===== config.mk =====
export PLATFORM = sky130hd
export DESIGN_NAME = bcd_to_bin_seq
export DESIGN_NICKNAME = d
export VERILOG_FILES = /design/src/rtl/bcd_to_bin_seq.sv
export SDC_FILE = /design/constraint.sdc
export NUM_CORES = 1
export LEC_CHECK = 0
export CAP_MARGIN = 20
export CORE_MARGIN = 2
export CORE_UTILIZATION = 52
export CTS_BUF_LIST = sky130_fd_sc_hd__clkbuf_4 sky130_fd_sc_hd__clkbuf_8 sky130_fd_sc_hd__clkbuf_16
export DETAILED_ROUTE_END_ITERATION = 12
export PLACE_DENSITY = 0.78
export SYNTH_ARGS = -nofsm -noshare
export SYNTH_HDL_FRONTEND = slang
export SYNTH_SLANG_ARGS = --single-unit

===== constraint.sdc =====
create_clock -name clk -period 1.8 [get_ports clk]
set_input_delay 0.18 -clock clk [delete_from_list [all_inputs] [get_ports clk]]
set_output_delay 0.18 -clock clk [all_outputs]
set_load 0.005 [all_outputs]

===== src/rtl/bcd_to_bin_seq.sv =====
// ---------------------------------------------------------------------------
// bcd_to_bin_seq
//
// Sequential packed-BCD to binary converter (reverse double-dabble).
// A conversion is accepted from IDLE on start. Each SHIFT cycle moves the
// concatenation {bcd, bin} right by one bit. Every BCD digit that then reads
// 8 or more is reduced by 3, which undoes the decimal weighting of the
// bit that crossed the digit boundary. After BIN_W shifts the binary
// register holds the result.
// An input with any digit above 9 is rejected in one cycle with err and done.
//
// Ports:
//   clk      system clock, rising edge
//   rst_n    synchronous active-low reset
//   start    conversion request, honoured only when idle
//   bcd_in   packed BCD, digit 0 in [3:0], sampled on the accepting edge
//   bin_out  converted value, held until the next completion or rejection
//   busy     high while a conversion is in flight
//   done     one-cycle completion pulse (also pulsed on rejection)
//   err      last accepted input held an invalid digit
// ---------------------------------------------------------------------------
module bcd_to_bin_seq #(
    parameter int DIGITS = 3,
    parameter int BIN_W  = 10
) (
    input  logic                  clk,
    input  logic                  rst_n,
    input  logic                  start,
    input  logic [4*DIGITS-1:0]   bcd_in,
    output logic [BIN_W-1:0]      bin_out,
    output logic                  busy,
    output logic                  done,
    output logic                  err
);

    localparam int BCD_W = 4 * DIGITS;
    localparam int CNT_W = $clog2(BIN_W) + 1;
    localparam logic [CNT_W-1:0] CNT_LAST = CNT_W'(BIN_W - 1);
    localparam logic [CNT_W-1:0] CNT_ONE  = CNT_W'(1);

    typedef enum logic [0:0] {
        ST_IDLE  = 1'b0,
        ST_SHIFT = 1'b1
    } state_t;

    // True when any packed digit lies outside 0..9.
    function automatic logic has_bad_digit(input logic [BCD_W-1:0] v);
        logic bad;
        bad = 1'b0;
        for (int i = 0; i < DIGITS; i++) begin
            bad = bad | (v[4*i +: 4] > 4'd9);
        end
        return bad;
    endfunction

    // Per-digit correction: digits of 8 or more lose 3, without borrow
    // between digits.
    function automatic logic [BCD_W-1:0] adjust_digits(input logic [BCD_W-1:0] v);
        logic [BCD_W-1:0] r;
        logic [3:0]       d;
        r = {BCD_W{1'b0}};
        for (int i = 0; i < DIGITS; i++) begin
            d = v[4*i +: 4];
            r[4*i +: 4] = (d >= 4'd8) ? (d - 4'd3) : d;
        end
        return r;
    endfunction

    state_t            state_r, state_s;
    logic [BCD_W-1:0]  bcd_r, bcd_s;
    logic [BIN_W-1:0]  bin_r, bin_s;
    logic [CNT_W-1:0]  cnt_r, cnt_s;
    logic [BIN_W-1:0]  bin_out_r, bin_out_s;
    logic              busy_r, busy_s;
    logic              done_r, done_s;
    logic              err_r, err_s;
    logic [BCD_W-1:0]  shift_bcd_s;
    logic [BIN_W-1:0]  shift_bin_s;

    // Next-state and next-output logic for the IDLE/SHIFT controller.
    always_comb begin
        state_s   = state_r;
        bcd_s     = bcd_r;
        bin_s     = bin_r;
        cnt_s     = cnt_r;
        bin_out_s = bin_out_r;
        busy_s    = busy_r;
        done_s    = 1'b0;
        err_s     = err_r;

        // One-bit right shift of {bcd, bin}; the BCD lsb feeds the binary msb.
        shift_bcd_s = {1'b0, bcd_r[BCD_W-1:1]};
        shift_bin_s = {bcd_r[0], bin_r[BIN_W-1:1]};

        case (state_r)
            ST_IDLE: begin
                busy_s = 1'b0;
                if (start) begin
                    if (has_bad_digit(bcd_in)) begin
                        // Reject: report immediately, never enter SHIFT.
                        err_s     = 1'b1;
                        done_s    = 1'b1;
                        bin_out_s = {BIN_W{1'b0}};
                        busy_s    = 1'b0;
                        state_s   = ST_IDLE;
                    end else begin
                        bcd_s   = bcd_in;
                        bin_s   = {BIN_W{1'b0}};
                        cnt_s   = {CNT_W{1'b0}};
                        err_s   = 1'b0;
                        busy_s  = 1'b1;
                        state_s = ST_SHIFT;
                    end
                end else begin
                    state_s = ST_IDLE;
                end
            end
            ST_SHIFT: begin
                bcd_s = adjust_digits(shift_bcd_s);
                bin_s = shift_bin_s;
                cnt_s = cnt_r + CNT_ONE;
                if (cnt_r == CNT_LAST) begin
                    // Final shift: binary register is now complete.
                    bin_out_s = shift_bin_s;
                    done_s    = 1'b1;
                    busy_s    = 1'b0;
                    state_s   = ST_IDLE;
                end else begin
                    busy_s  = 1'b1;
                    state_s = ST_SHIFT;
                end
            end
            default: begin
                busy_s  = 1'b0;
                state_s = ST_IDLE;
            end
        endcase
    end

    // State and output registers with synchronous active-low reset.
    always_ff @(posedge clk) begin
        if (!rst_n) begin
            state_r   <= ST_IDLE;
            bcd_r     <= {BCD_W{1'b0}};
            bin_r     <= {BIN_W{1'b0}};
            cnt_r     <= {CNT_W{1'b0}};
            bin_out_r <= {BIN_W{1'b0}};
            busy_r    <= 1'b0;
            done_r    <= 1'b0;
            err_r     <= 1'b0;
        end else begin
            state_r   <= state_s;
            bcd_r     <= bcd_s;
            bin_r     <= bin_s;
            cnt_r     <= cnt_s;
            bin_out_r <= bin_out_s;
            busy_r    <= busy_s;
            done_r    <= done_s;
            err_r     <= err_s;
        end
    end

    assign bin_out = bin_out_r;
    assign busy    = busy_r;
    assign done    = done_r;
    assign err     = err_r;

endmodule


==> impl_metrics.csv <==
group,metric,value,unit
die,coreArea,3050,µm²
logic_synthesis,synth_top_area_frac,0.467,
hold_path,hold_class,"input pin to flop",
logic_synthesis,synth_edf_count,0,
clock_tree,cts.htree.levels,2,
clock_tree,cts-root-buf,"clkbuf_4",
final_layout,fill_cells,261,
logic_synthesis,syn_nets,178,
final_layout,area_growth,27.2,%
routing,drt_iter0_markers,54,
logic_synthesis,yosysSeqAreaShare,0.467,
clock_tree,clkSlewWorstSetupHoldPaths,120,ps
global_route,grt_pass1_wl,6.11,mm
sta,maxSlewHeadroom,0.673,
sta,max_freq,0.579,GHz
logic_synthesis,avgSynthCellArea,10.6,µm²
logic_synthesis,synth-warning-count,0,
power_and_ir_drop,power_leakage,0.772,nW
setup_path,crit_fanout,7,
placement,dp_cells,236,
sta,rsz0062_at_grt,"no",
final_layout,stdcell_count,244,
logic_synthesis,synth-main-ff-cell,"dfxtp_1",
logic_synthesis,synthArstFlopShare,0,
sta,setup_viol,0,
logic_synthesis,yosysTopAreaCell,"dfxtp_1",
die,initial_core_util,0.547,
setup_path,r2r_start,"cnt_r[0]",
routing,antenna_left,0,
sta,fin_crit_sh,0.959,
clock_tree,cts.sinks,39,
die,dieArea,3680,µm²
routing,dr.pass1.iters,4,
final_layout,finish.utilization,0.696,
global_route,gr-usage-all-layers,0.230,
routing,vias_per_cell,5.64,
logic_synthesis,synth_area,1670,µm²
placement,place_congestion,0.839,
power_and_ir_drop,p_per_area,735,nW/µm²
logic_synthesis,synth-compound-area-share,0.272,
logic_synthesis,synth_xor_area_frac,0.0210,
sta,worstMarginPinSlew,488,ps
routing,wl_per_cell,14.9,µm
clock_tree,cts_tree,"yes",
sta,fin_setup_tns,0,ps
clock_tree,cts_resized,0,
logic_synthesis,synth_top_family_by_area,"compound AO/OA/AOI/OAI gates",
logic_synthesis,synth_fa_ha_area_frac,0.0449,
routing,routed_wl,3.64,mm
power_and_ir_drop,vdd_drop_max,0.442,mV
job,maxCapViolations,0,
logic_synthesis,synth_mux_area_frac,0.0180,
routing,drc_errors,0,
final_layout,layout-drive-gt1-share,0.145,
setup_path,worstPathArrival,1550,ps
final_layout,final_nets,220,
outcome,outcome,"finished, final reports clean",
clock_tree,post_cts_buffers,0,
sta,timing.final.crit_period,1730,ps
final_layout,n_antenna_cell,0,
global_route,grt_max_degree,14,
setup_path,crit_path_end_kind,"output port",
logic_synthesis,yosys.area_share.simple,0.145,
die,dieWidth,60.7,µm
clock_tree,numCtsBuffers,5,
setup_path,critical_path_class,"flop to output port",
logic_synthesis,synth_area_leaders,"dfxtp_1, a22o_1, ha_1",
global_route,grt_pass1_vias,1327,
placement,port_buffers,27,
clock_tree,clock_latency,360,ps
setup_path,crit_path_start,"busy",
die,io_pins,28,
sta,fin_ws,73.1,ps
sta,hold_viol,0,
clock_tree,holdBufCountCts,0,
logic_synthesis,ys_types,35,
setup_path,crit_required,1620,ps
setup_path,critPathLaunchType,"flop",
routing,num_vias,1377,
placement,place_ws,21.1,ps
placement,dpl.hpwl,2.73,mm
die,rows,20,
logic_synthesis,synth-seq-cells,39,
clock_tree,clockBufferDepth,2,
sta,drv_slew,0,
hold_path,worstHoldStart,"bcd_in[4]",
global_route,overflow,0,
logic_synthesis,synthCells,157,
sta,skew,13.9,ps
die,die_y,60.7,µm
global_route,antenna_found_initial,0,
cell usage after synthesis (2+ instances only):
cell       n
a22o_1    19
nor2_1    13
xnor2_1    4
dfxtp_1   39
nand2_1   12
nand4_1    3
nor2b_1    2
a22oi_1    5
o21ai_2    2
a221oi_1   2
mux2i_1    3
nand2b_1   2
inv_1      8
a221o_1    3
ha_1       6
nor4_4     2
a21oi_1    4
o21a_1     3
o31ai_1    2
o21ai_0    6
nand4b_1   3
cells in the final DEF (no fill, tap or decap), drive strengths merged, types with 5 or more instances in the layout:
cell type | Yosys | final
a22oi | 5 | 5
inv | 8 | 8
nor2 | 14 | 14
clkbuf | 0 | 5
buf | 3 | 11
nand2 | 12 | 12
o21ai | 9 | 9
dfxtp | 39 | 39
clkdlybuf4s50 | 0 | 27
a22o | 19 | 19
ha | 6 | 6
where the power goes:
group,switching [W],internal (W)
Combinational,0.000100,0.000102
Clock,0.000306,0.000149
Sequential,0.0000212,0.000882
Total,0.000427,0.00113
worst max-delay path, stage by stage (launching register included):
cell and delay [ps]:
dfxtp_1 500, buf_4 190, clkdlybuf4s50_1 490
per-stage QoR:
step	hold slack [ps]	area, µm²	total power, W
detailed placement	442	2070	0.00112
global placement	428	2070	0.00112
global route	431	2120	0.00163
finish	432	2120	0.00156
CTS	428	2120	0.00157
floorplan	298	1670	0.00102
registers in the layout (all words and copies together), names as in the netlist:
| signal | count |
|---|---|
| bin_r | 9 |
| bcd_r | 12 |
| done | 1 |
| err | 1 |
| cnt_r | 5 |
| busy | 1 |
| bin_out | 10 |
logic make-up (layout without fill, tap and decap cells):
group	after synthesis	after routing
and+or+nand+nor	41	41
buffers and inverters	11	54
DFF	39	39
AOI/OAI and AO/OA	53	53
muxes	3	3
adders and majority gates	6	6
xor gates and xnor gates	4	4
worst paths after layout:
| path | endpoint | slack (ps) | cells past startpoint |
|---|---|---|---|
| max | busy | 70 | 2 |
| min | bcd_r[4] | 430 | 2 |
| max reg2reg | bin_out[0] | 220 | 5 |
| min reg2reg | err | 470 | 2 |
cell type report:
class                      count  area (µm²)  share of cell area
sequential                    39         781               0.367
timing repair buffer          38         365               0.172
inverter                       8        30.0              0.0141
multi-input combinational    107         836               0.393
clock inverter                 3        20.0             0.00942
tap                           44        55.1              0.0259
clock buffer                   5        37.5              0.0177
per-layer routing:
| layer | track usage | up-vias | part of all wire |
|---|---|---|---|
| li1 | - | 672 | - |
| met1 | 0.288 | 649 | 0.43 |
| met2 | 0.369 | 45 | 0.48 |
| met3 | 0.0661 | 11 | 0.061 |
| met4 | 0.0994 | 0 | 0.027 |
| met5 | 0 | - | 0 |
No activity file was read; power rests on OpenSTA's default activity.
